--- src/rtl/uart_rx.sv ---
// UART receiver: recovers start/data/stop frames from an idle-high serial line
// and writes each good word into a FIFO; framing errors and overruns pulse once.
module uart_rx #(
  parameter int p_delay_cnt = 868,
  parameter int p_bit_cnt   = 8
) (
  input  logic                 i_clk,
  input  logic                 i_rst,
  input  logic                 i_sig,
  output logic [p_bit_cnt-1:0] o_fifo_wr_data,
  output logic                 o_fifo_wr_en,
  input  logic                 i_fifo_full,
  output logic                 o_frame_err,
  output logic                 o_overrun
);

  localparam int DW = $clog2(p_delay_cnt) + 1;
  localparam int BW = $clog2(p_bit_cnt) + 1;
  localparam logic [DW-1:0] DLY_FULL = DW'(p_delay_cnt);
  localparam logic [DW-1:0] DLY_HALF = DW'(p_delay_cnt / 2);
  localparam logic [BW-1:0] BITS     = BW'(p_bit_cnt);

  typedef enum logic [2:0] {
    s_idle,
    s_start,
    s_data,
    s_stop,
    s_wait
  } state_t;

  state_t               state;
  logic [1:0]           r_sync;
  logic [DW-1:0]        r_delay_cnt;
  logic [BW-1:0]        r_bit_cnt;
  logic [p_bit_cnt-1:0] r_shift;
  logic                 s;
  logic                 tick;

  assign s    = r_sync[1];
  assign tick = (r_delay_cnt == DW'(1));

  always_ff @(posedge i_clk or posedge i_rst) begin
    if (i_rst) begin
      r_sync         <= 2'b11;
      state          <= s_idle;
      r_delay_cnt    <= '0;
      r_bit_cnt      <= '0;
      r_shift        <= '0;
      o_fifo_wr_data <= '0;
      o_fifo_wr_en   <= 1'b0;
      o_frame_err    <= 1'b0;
      o_overrun      <= 1'b0;
    end else begin
      r_sync       <= {r_sync[0], i_sig};
      o_fifo_wr_en <= 1'b0;
      o_frame_err  <= 1'b0;
      o_overrun    <= 1'b0;
      case (state)
        s_idle: begin
          if (!s) begin
            state       <= s_start;
            r_delay_cnt <= DLY_HALF;
          end
        end
        // Mid start bit: a high line here means the falling edge was a glitch.
        s_start: begin
          if (tick) begin
            if (s) begin
              state <= s_idle;
            end else begin
              state       <= s_data;
              r_delay_cnt <= DLY_FULL;
              r_bit_cnt   <= BITS;
            end
          end else begin
            r_delay_cnt <= r_delay_cnt - DW'(1);
          end
        end
        s_data: begin
          if (tick) begin
            r_shift     <= {s, r_shift[p_bit_cnt-1:1]};
            r_delay_cnt <= DLY_FULL;
            if (r_bit_cnt == BW'(1)) state <= s_stop;
            else                     r_bit_cnt <= r_bit_cnt - BW'(1);
          end else begin
            r_delay_cnt <= r_delay_cnt - DW'(1);
          end
        end
        // Return to idle right after the stop sample so a short stop bit still works.
        s_stop: begin
          if (tick) begin
            if (s) begin
              state <= s_idle;
              if (i_fifo_full) begin
                o_overrun <= 1'b1;
              end else begin
                o_fifo_wr_en   <= 1'b1;
                o_fifo_wr_data <= r_shift;
              end
            end else begin
              state       <= s_wait;
              o_frame_err <= 1'b1;
            end
          end else begin
            r_delay_cnt <= r_delay_cnt - DW'(1);
          end
        end
        // A held-low (break) line must not look like a stream of start bits.
        s_wait: begin
          if (s) state <= s_idle;
        end
        default: state <= s_idle;
      endcase
    end
  end

endmodule

--- config.mk ---
export PLATFORM = sky130hd
export DESIGN_NAME = uart_rx
export DESIGN_NICKNAME = d
export VERILOG_FILES = /design/src/rtl/uart_rx.sv
export SDC_FILE = /design/constraint.sdc
export NUM_CORES = 1
export LEC_CHECK = 0
export CAP_MARGIN = 20
export CORE_AREA = 2 2 64 66
export DETAILED_ROUTE_END_ITERATION = 8
export DIE_AREA = 0 0 66 68
export PLACE_DENSITY = 0.74
export SLEW_MARGIN = 15
export SYNTH_ARGS = -nofsm -noshare
export SYNTH_HDL_FRONTEND = slang
export SYNTH_SLANG_ARGS = --single-unit
--- constraint.sdc ---
create_clock -name i_clk -period 5.74 [get_ports i_clk]
set_clock_uncertainty 0.05 [all_clocks]
set_input_delay 1.148 -clock i_clk [delete_from_list [all_inputs] [get_ports i_clk]]
set_output_delay 1.148 -clock i_clk [all_outputs]
set_load 0.005 [all_outputs]
==> results of run 1 <==
state kept, by name (all words and copies together) (netlist names):
| signal | cells |
|---|---|
| o_frame_err | 1 |
| r_sync | 2 |
| o_fifo_wr_data | 8 |
| r_shift | 8 |
| r_bit_cnt | 4 |
| o_fifo_wr_en | 1 |
| state | 3 |
| r_delay_cnt | 11 |
| o_overrun | 1 |
where the power goes:
group	internal (W)	switching, W
logic	0.00000301	0.00000641
clock network	0.000143	0.0000993
registers	0.000276	0.000000928
total	0.000422	0.000107
cell usage in the layout (no fill, tap or decap), types with 4 or more instances in the layout:
master           instances
a211oi_1                 4
a21oi_1                 11
mux2_2                   9
a31oi_1                  4
nor3_1                   6
clkbuf_8                 6
nor2_1                  10
nor4_1                   4
clkdlybuf4s50_1         14
ha_1                     4
inv_1                   11
mux2_4                   8
dfrtp_1                 37
metrics by stage:
stage	utilization, %	total power, W	hold WS, ps	cell area, um2	cells
after CTS	60.29	0.0005362	310.3	2325	243
after detailed placement	57.14	0.0002920	299.4	2203	235
final	60.29	0.0005284	309.0	2325	243
after global routing	60.29	0.0005471	311.7	2325	243
after global placement	57.14	0.0002914	299.7	2203	235
after floorplan	-	0.0002871	295.2	2019	175
layer usage:
| layer | wire, um | vias up | GRT usage (%) |
|---|---|---|---|
| met4 | 85 | 0 | 8.673 |
| met1 | 1771 | 735 | 27.26 |
| met5 | 0 | - | 0 |
| li1 | - | 699 | - |
| met2 | 2016 | 57 | 33.71 |
| met3 | 251 | 9 | 5.428 |
worst max-delay path, cell delays in order:
cell and delay, ps:
clkdlybuf4s50_1 420, or4b_1 790, mux2_4 390
cell type report:
class / count / area, um2 / share of cell area (%)
Clock buffer: 6 / 82.58 / 3.552
Clock inverter: 2 / 38.79 / 1.668
Inverter: 11 / 41.29 / 1.776
Multi-Input combinational cell: 120 / 973.4 / 41.87
Sequential cell: 39 / 978.4 / 42.09
Tap cell: 50 / 62.56 / 2.691
Timing Repair Buffer: 15 / 147.6 / 6.351
worst paths after layout:
| check | from | to | slack, ps | depth (start not counted) |
|---|---|---|---|---|
| worst max-delay path | i_fifo_full | o_fifo_wr_data[6] | 3110 | 3 |
| worst min-delay path | r_sync[0] | r_sync[1] | 310 | 0 |
| worst max register to register | r_delay_cnt[1] | o_fifo_wr_data[6] | 3190 | 6 |
| worst min register to register | r_sync[0] | r_sync[1] | 310 | 0 |
| max in group asynchronous | i_rst | r_sync[1] | 3610 | 3 |
| min in group asynchronous | i_rst | o_fifo_wr_data[1] | 1220 | 2 |
cell families after synthesis:
kind of cell | count (synthesis)
and+or+nand+nor | 52
xor gates and xnor gates | 1
AOI/OAI and AO/OA | 43
adders and majority gates | 4
muxes | 20
DFF | 39
buffers and inverters | 16
==> run_results.csv, run 1 <==
group,metric,value,unit
status,status,"finished clean",
cts,holdBufCountCts,0,
global_routing,grt_pass1_wl,6.989,mm
floorplanning,initial_core_util,52.37,%
yosys,synth.most_common_cell,"dfrtp_1",
power_and_ir_drop,p_per_area,227.3,nW/um2
cts,cts_root_buffer,"clkbuf_8",
detailed_routing,ant_nets,0,
sta,finalCriticalPeriod,2627,ps
yosys,syn_inst,175,
yosys,yosys_warnings,0,
floorplanning,die_area,4488,um2
worst_setup_path,crit_type,"in2reg",
place,hpwl,2.988,mm
sta,setup_viol,0,
worst_hold_path,hold_class,"reg2reg",
floorplanning,core,3856,um2
cts,cts.reportedPaths.clkPinSlew,70,ps
job,cap_violations,0,
global_routing,antenna_found_initial,0,
yosys,synthXorXnorAreaFrac,0.4337,%
detailed_routing,via_per_inst,6.173,
sta,hold_viol_final,0,
cts,cts.sinks,39,
global_routing,grt_pass1_vias,1461,
yosys,yosys-top-cells-area,"dfrtp_1 46%, mux2_4 5.9%, mux2_2 5.0%",
yosys,synth_edf_count,0,
power_and_ir_drop,static-leakage-power,1.061,nW
floorplanning,die_h,68,um
yosys,synth_area_leader_cell,"dfrtp_1",
detailed_routing,wl_per_cell,16.97,um
cells_and_area,drive_above_1_share,20.73,%
sta,rsz0062_at_grt,"false",
sta,relSlewSlack,53.49,%
cts,cts_buffers,5,
yosys,ys_seq_elements,39,
yosys,synth-simple-area-share,18.40,%
global_routing,grt_overflow_total,0,
sta,postLayoutSetupSlackWorst,3113,ps
worst_setup_path,critPathCaptureType,"flip-flop",
detailed_routing,drc,0,
yosys,synth_top_family_by_area,"simple AND/OR/NAND/NOR gates",
cts,insertion_delay,300,ps
place,io_buffers,14,
floorplanning,fp-row-count,23,
cts,cts_tree,"yes",
detailed_routing,vias,1500,
floorplanning,die_x,66,um
sta,fin_tns_setup,0,ps
sta,worst_pin_slew,696.8,ps
detailed_routing,drtIter0Drc,239,
yosys,async_flop_share,100.0,%
cells_and_area,area_growth,15.12,%
yosys,synth_compound_area_share,14.44,%
yosys,yosysSeqAreaShare,48.45,%
detailed_routing,firstDrtPassIters,4,
yosys,synth_top_cell_area_share,45.85,%
worst_setup_path,arrival,2760,ps
cts,clock_path_buffers,2,
yosys,synth_common_cells,"37 x dfrtp_1, 11 x a21oi_1, 11 x inv_1, 10 x nor2_1, 9 x mux2_2",
floorplanning,pin_count,15,
yosys,synth_ff_type,"dfrtp_1",
yosys,synth_mux_area_share,12.45,%
place,place_ws,2789,ps
place,place_congestion,0.9001,
worst_setup_path,critPathMaxFanout,9,
cts,htreeDepth,2,
worst_setup_path,startpoint_type,"input pin",
cells_and_area,final_nets,200,
cells_and_area,antenna_cells,0,
detailed_routing,routed_wl,4.124,mm
yosys,post_synth.cell_area_avg,11.54,um2
cells_and_area,fill_cells,313,
sta,maxSlewViolCount,0,
cts,ctsResizeCount,0,
global_routing,grt_max_degree,21,
cts,post_cts_buffers,0,
sta,period_share,45.76,%
yosys,synthDistinctLibCells,54,
yosys,netlist_area,2019,um2
yosys,synthAdderAreaFrac,2.478,%
global_routing,grt_usage,20.99,%
yosys,synth_fp_nets,183,
sta,fmax,380.7,MHz
power_and_ir_drop,peakVddDrop,0.1999,mV
worst_setup_path,crit_required,5870,ps
Power figures use the tool's default switching activity.
==> run 2: changes to the inputs <==
==> constraint.sdc (replaced) <==
create_clock -name i_clk -period 2.5 [get_ports i_clk]
set_clock_uncertainty 0.05 [all_clocks]
set_input_delay 0.5 -clock i_clk [delete_from_list [all_inputs] [get_ports i_clk]]
set_output_delay 0.5 -clock i_clk [all_outputs]
set_load 0.005 [all_outputs]
==> run 2 against run 1 <==
  * Global-route usage grew 0.56 points
  * Sequential cell count is the same
  * Final cell count grew 2.9%
  * Worst setup slack lost 3000 ps
  * Total power grew 110%
  * Register-to-register slack lost 3000 ps
  * Sequential share of layout area shrank 0.54 points
  * Core utilization grew 0.78 points
  * Largest cell class unchanged
==> run_results.csv, run 2 (synthesized netlist as in run 1, its figures left out) <==
group,metric,value,unit
worst_setup_path,critPathBufInv,0,
cts,ctsResizeCount,0,
detailed_routing,ant_nets,0,
floorplanning,die_area,4488,um2
detailed_routing,firstDrtPassIters,4,
cells_and_area,largest_register,"r_delay_cnt",
floorplanning,core,3856,um2
worst_setup_path,crit_family,"compound AO/OA/AOI/OAI gates",
power_and_ir_drop,peakVddDrop,0.3613,mV
worst_setup_path,critPathCaptureType,"flip-flop",
cells_and_area,fill_cells,306,
place,place_congestion,0.9317,
cts,cts_tree,"yes",
worst_setup_path,rrSetupSlack,150,ps
power_and_ir_drop,static-leakage-power,1.081,nW
cells_and_area,multiInputGateArea,973.4,um2
sta,hold_viol_final,0,
worst_hold_path,hold_class,"reg2reg",
global_routing,grt_overflow_total,0,
detailed_routing,via_per_inst,6.064,
cells_and_area,final_common_cell,"dfrtp_1",
worst_setup_path,worst_path_largest_cell_delay,720,ps
cells_and_area,drive_above_1_share,23.50,%
detailed_routing,drc,0,
sta,setup_viol,0,
cts,cts_buffers,5,
sta,rsz0062_at_grt,"false",
worst_hold_path,min-delay-start,"r_sync[0]",
sta,fmax,425.9,MHz
worst_setup_path,crit_end,"r_bit_cnt[3]",
worst_setup_path,startpoint_type,"flip-flop",
cells_and_area,reg_top3,"r_delay_cnt: 11 flops, o_fifo_wr_data: 8 flops, r_shift: 8 flops",
worst_setup_path,crit_chain,"or4_1 -> a211oi_1 -> a41oi_1 -> o22a_1",
worst_setup_path,worstRegToRegCells,4,
worst_setup_path,crit_type,"reg2reg",
sta,worst_pin_slew,632.2,ps
global_routing,grt_pass1_wl,7.210,mm
cts,post_cts_buffers,0,
global_routing,antenna_found_initial,0,
sta,fin_tns_setup,0,ps
floorplanning,die_h,68,um
cts,clock_path_buffers,2,
worst_setup_path,cp-startpoint,"r_delay_cnt[4]",
place,dpl_cell_area,2256,um2
cells_and_area,final_area,2355,um2
sta,period_share,93.91,%
detailed_routing,vias,1516,
cts,holdBufCountCts,0,
global_routing,grt_max_degree,40,
detailed_routing,wl_per_cell,16.96,um
global_routing,grt_pass1_vias,1503,
cts,htreeDepth,2,
detailed_routing,routed_wl,4.241,mm
sta,maxSlewViolCount,0,
detailed_routing,drtIter0Drc,179,
floorplanning,die_x,66,um
cells_and_area,largest_reg_flops,11,
cells_and_area,layout_common_cells,"37 x dfrtp_1, 14 x clkdlybuf4s50_1, 11 x a21oi_1, 11 x inv_1, 10 x nor2_1",
worst_setup_path,r2r_end,"r_bit_cnt[3]",
cells_and_area,register_area,978.4,um2
cts,cts.sinks,39,
cts,insertion_delay,300,ps
floorplanning,fp-row-count,23,
place,io_buffers,14,
status,status,"finished clean",
floorplanning,pin_count,15,
worst_setup_path,crit_required,2640,ps
cts,cts.reportedPaths.clkPinSlew,80,ps
worst_setup_path,critPathMaxFanout,7,
cts,cts_root_buffer,"clkbuf_8",
power_and_ir_drop,p_per_area,472.4,nW/um2
cells_and_area,area_growth,16.60,%
global_routing,grt_usage,21.55,%
worst_setup_path,worst-path-stages,4,
floorplanning,initial_core_util,52.37,%
worst_setup_path,arrival,2490,ps
worst_setup_path,slowest_stage,"or4_1",
cells_and_area,antenna_cells,0,
place,hpwl,3.082,mm
job,cap_violations,0,
cells_and_area,final_nets,207,
sta,finalCriticalPeriod,2348,ps
worst_setup_path,reg2reg_from,"r_delay_cnt[4]",
sta,relSlewSlack,57.77,%
run 2: cell count changes in the layout (fill, tap and decap cells not counted):
cell        before  now
buf_4            1    8
bufinv_16        1    0
clkinvlp_4       0    1
clkinv_4         0    1
inv_6            1    0
run 2: worst min-delay path by stage:
stage,end,slack [ps],cells past startpoint
3_5_place_dp,r_sync[1],300,0
2_1_floorplan,r_sync[1],300,0
4_1_cts,r_sync[1],310,0
6_report,r_sync[1],310,0
3_3_place_gp,r_sync[1],300,0
5_1_grt,r_sync[1],310,0
run 2: cell type report:
type	count	area share, %
Multi-Input combinational cell	120	41.34
Timing Repair Buffer	22	8.502
Clock inverter	2	0.6908
Tap cell	50	2.657
Inverter	11	1.753
Sequential cell	39	41.55
Clock buffer	6	3.507
run 2: where the power goes:
part           switching [W]  total (W)  internal, W  leakage, nW
registers         0.00000202   0.000635     0.000633        0.518
logic              0.0000145  0.0000214   0.00000694        0.515
clock network       0.000231   0.000456     0.000225       0.0474
total               0.000247    0.00111     0.000865         1.08
run 2: metrics by stage:
stage | hold slack (ps) | total power (W) | cells | worst slack (ps) | utilization [%]
CTS | 310.3 | 0.001122 | 250 | 196.7 | 61.06
global placement | 297.9 | 0.0006691 | 242 | 282.5 | 58.50
detailed placement | 298.8 | 0.0006701 | 242 | 195.3 | 58.50
floorplan | 295.2 | 0.0006592 | 175 | 346.6 | -
global route | 312.3 | 0.001148 | 250 | 25.75 | 61.06
finish | 309.2 | 0.001112 | 250 | 152.3 | 61.06
run 2: worst reg2reg max path, cell delays in order (launching register included):
cell      delay, ps
dfrtp_1         470
or4_1           720
a211oi_1        550
a41oi_1         240
o22a_1          220
run 2: metal layers:
metal / wire, um / up-vias / global-route usage [%]
met4: 78 / 0 / 9.439
li1: - / 712 / -
met2: 2113 / 48 / 36.24
met5: 0 / - / 0
met1: 1838 / 746 / 27.18
met3: 209 / 10 / 4.441
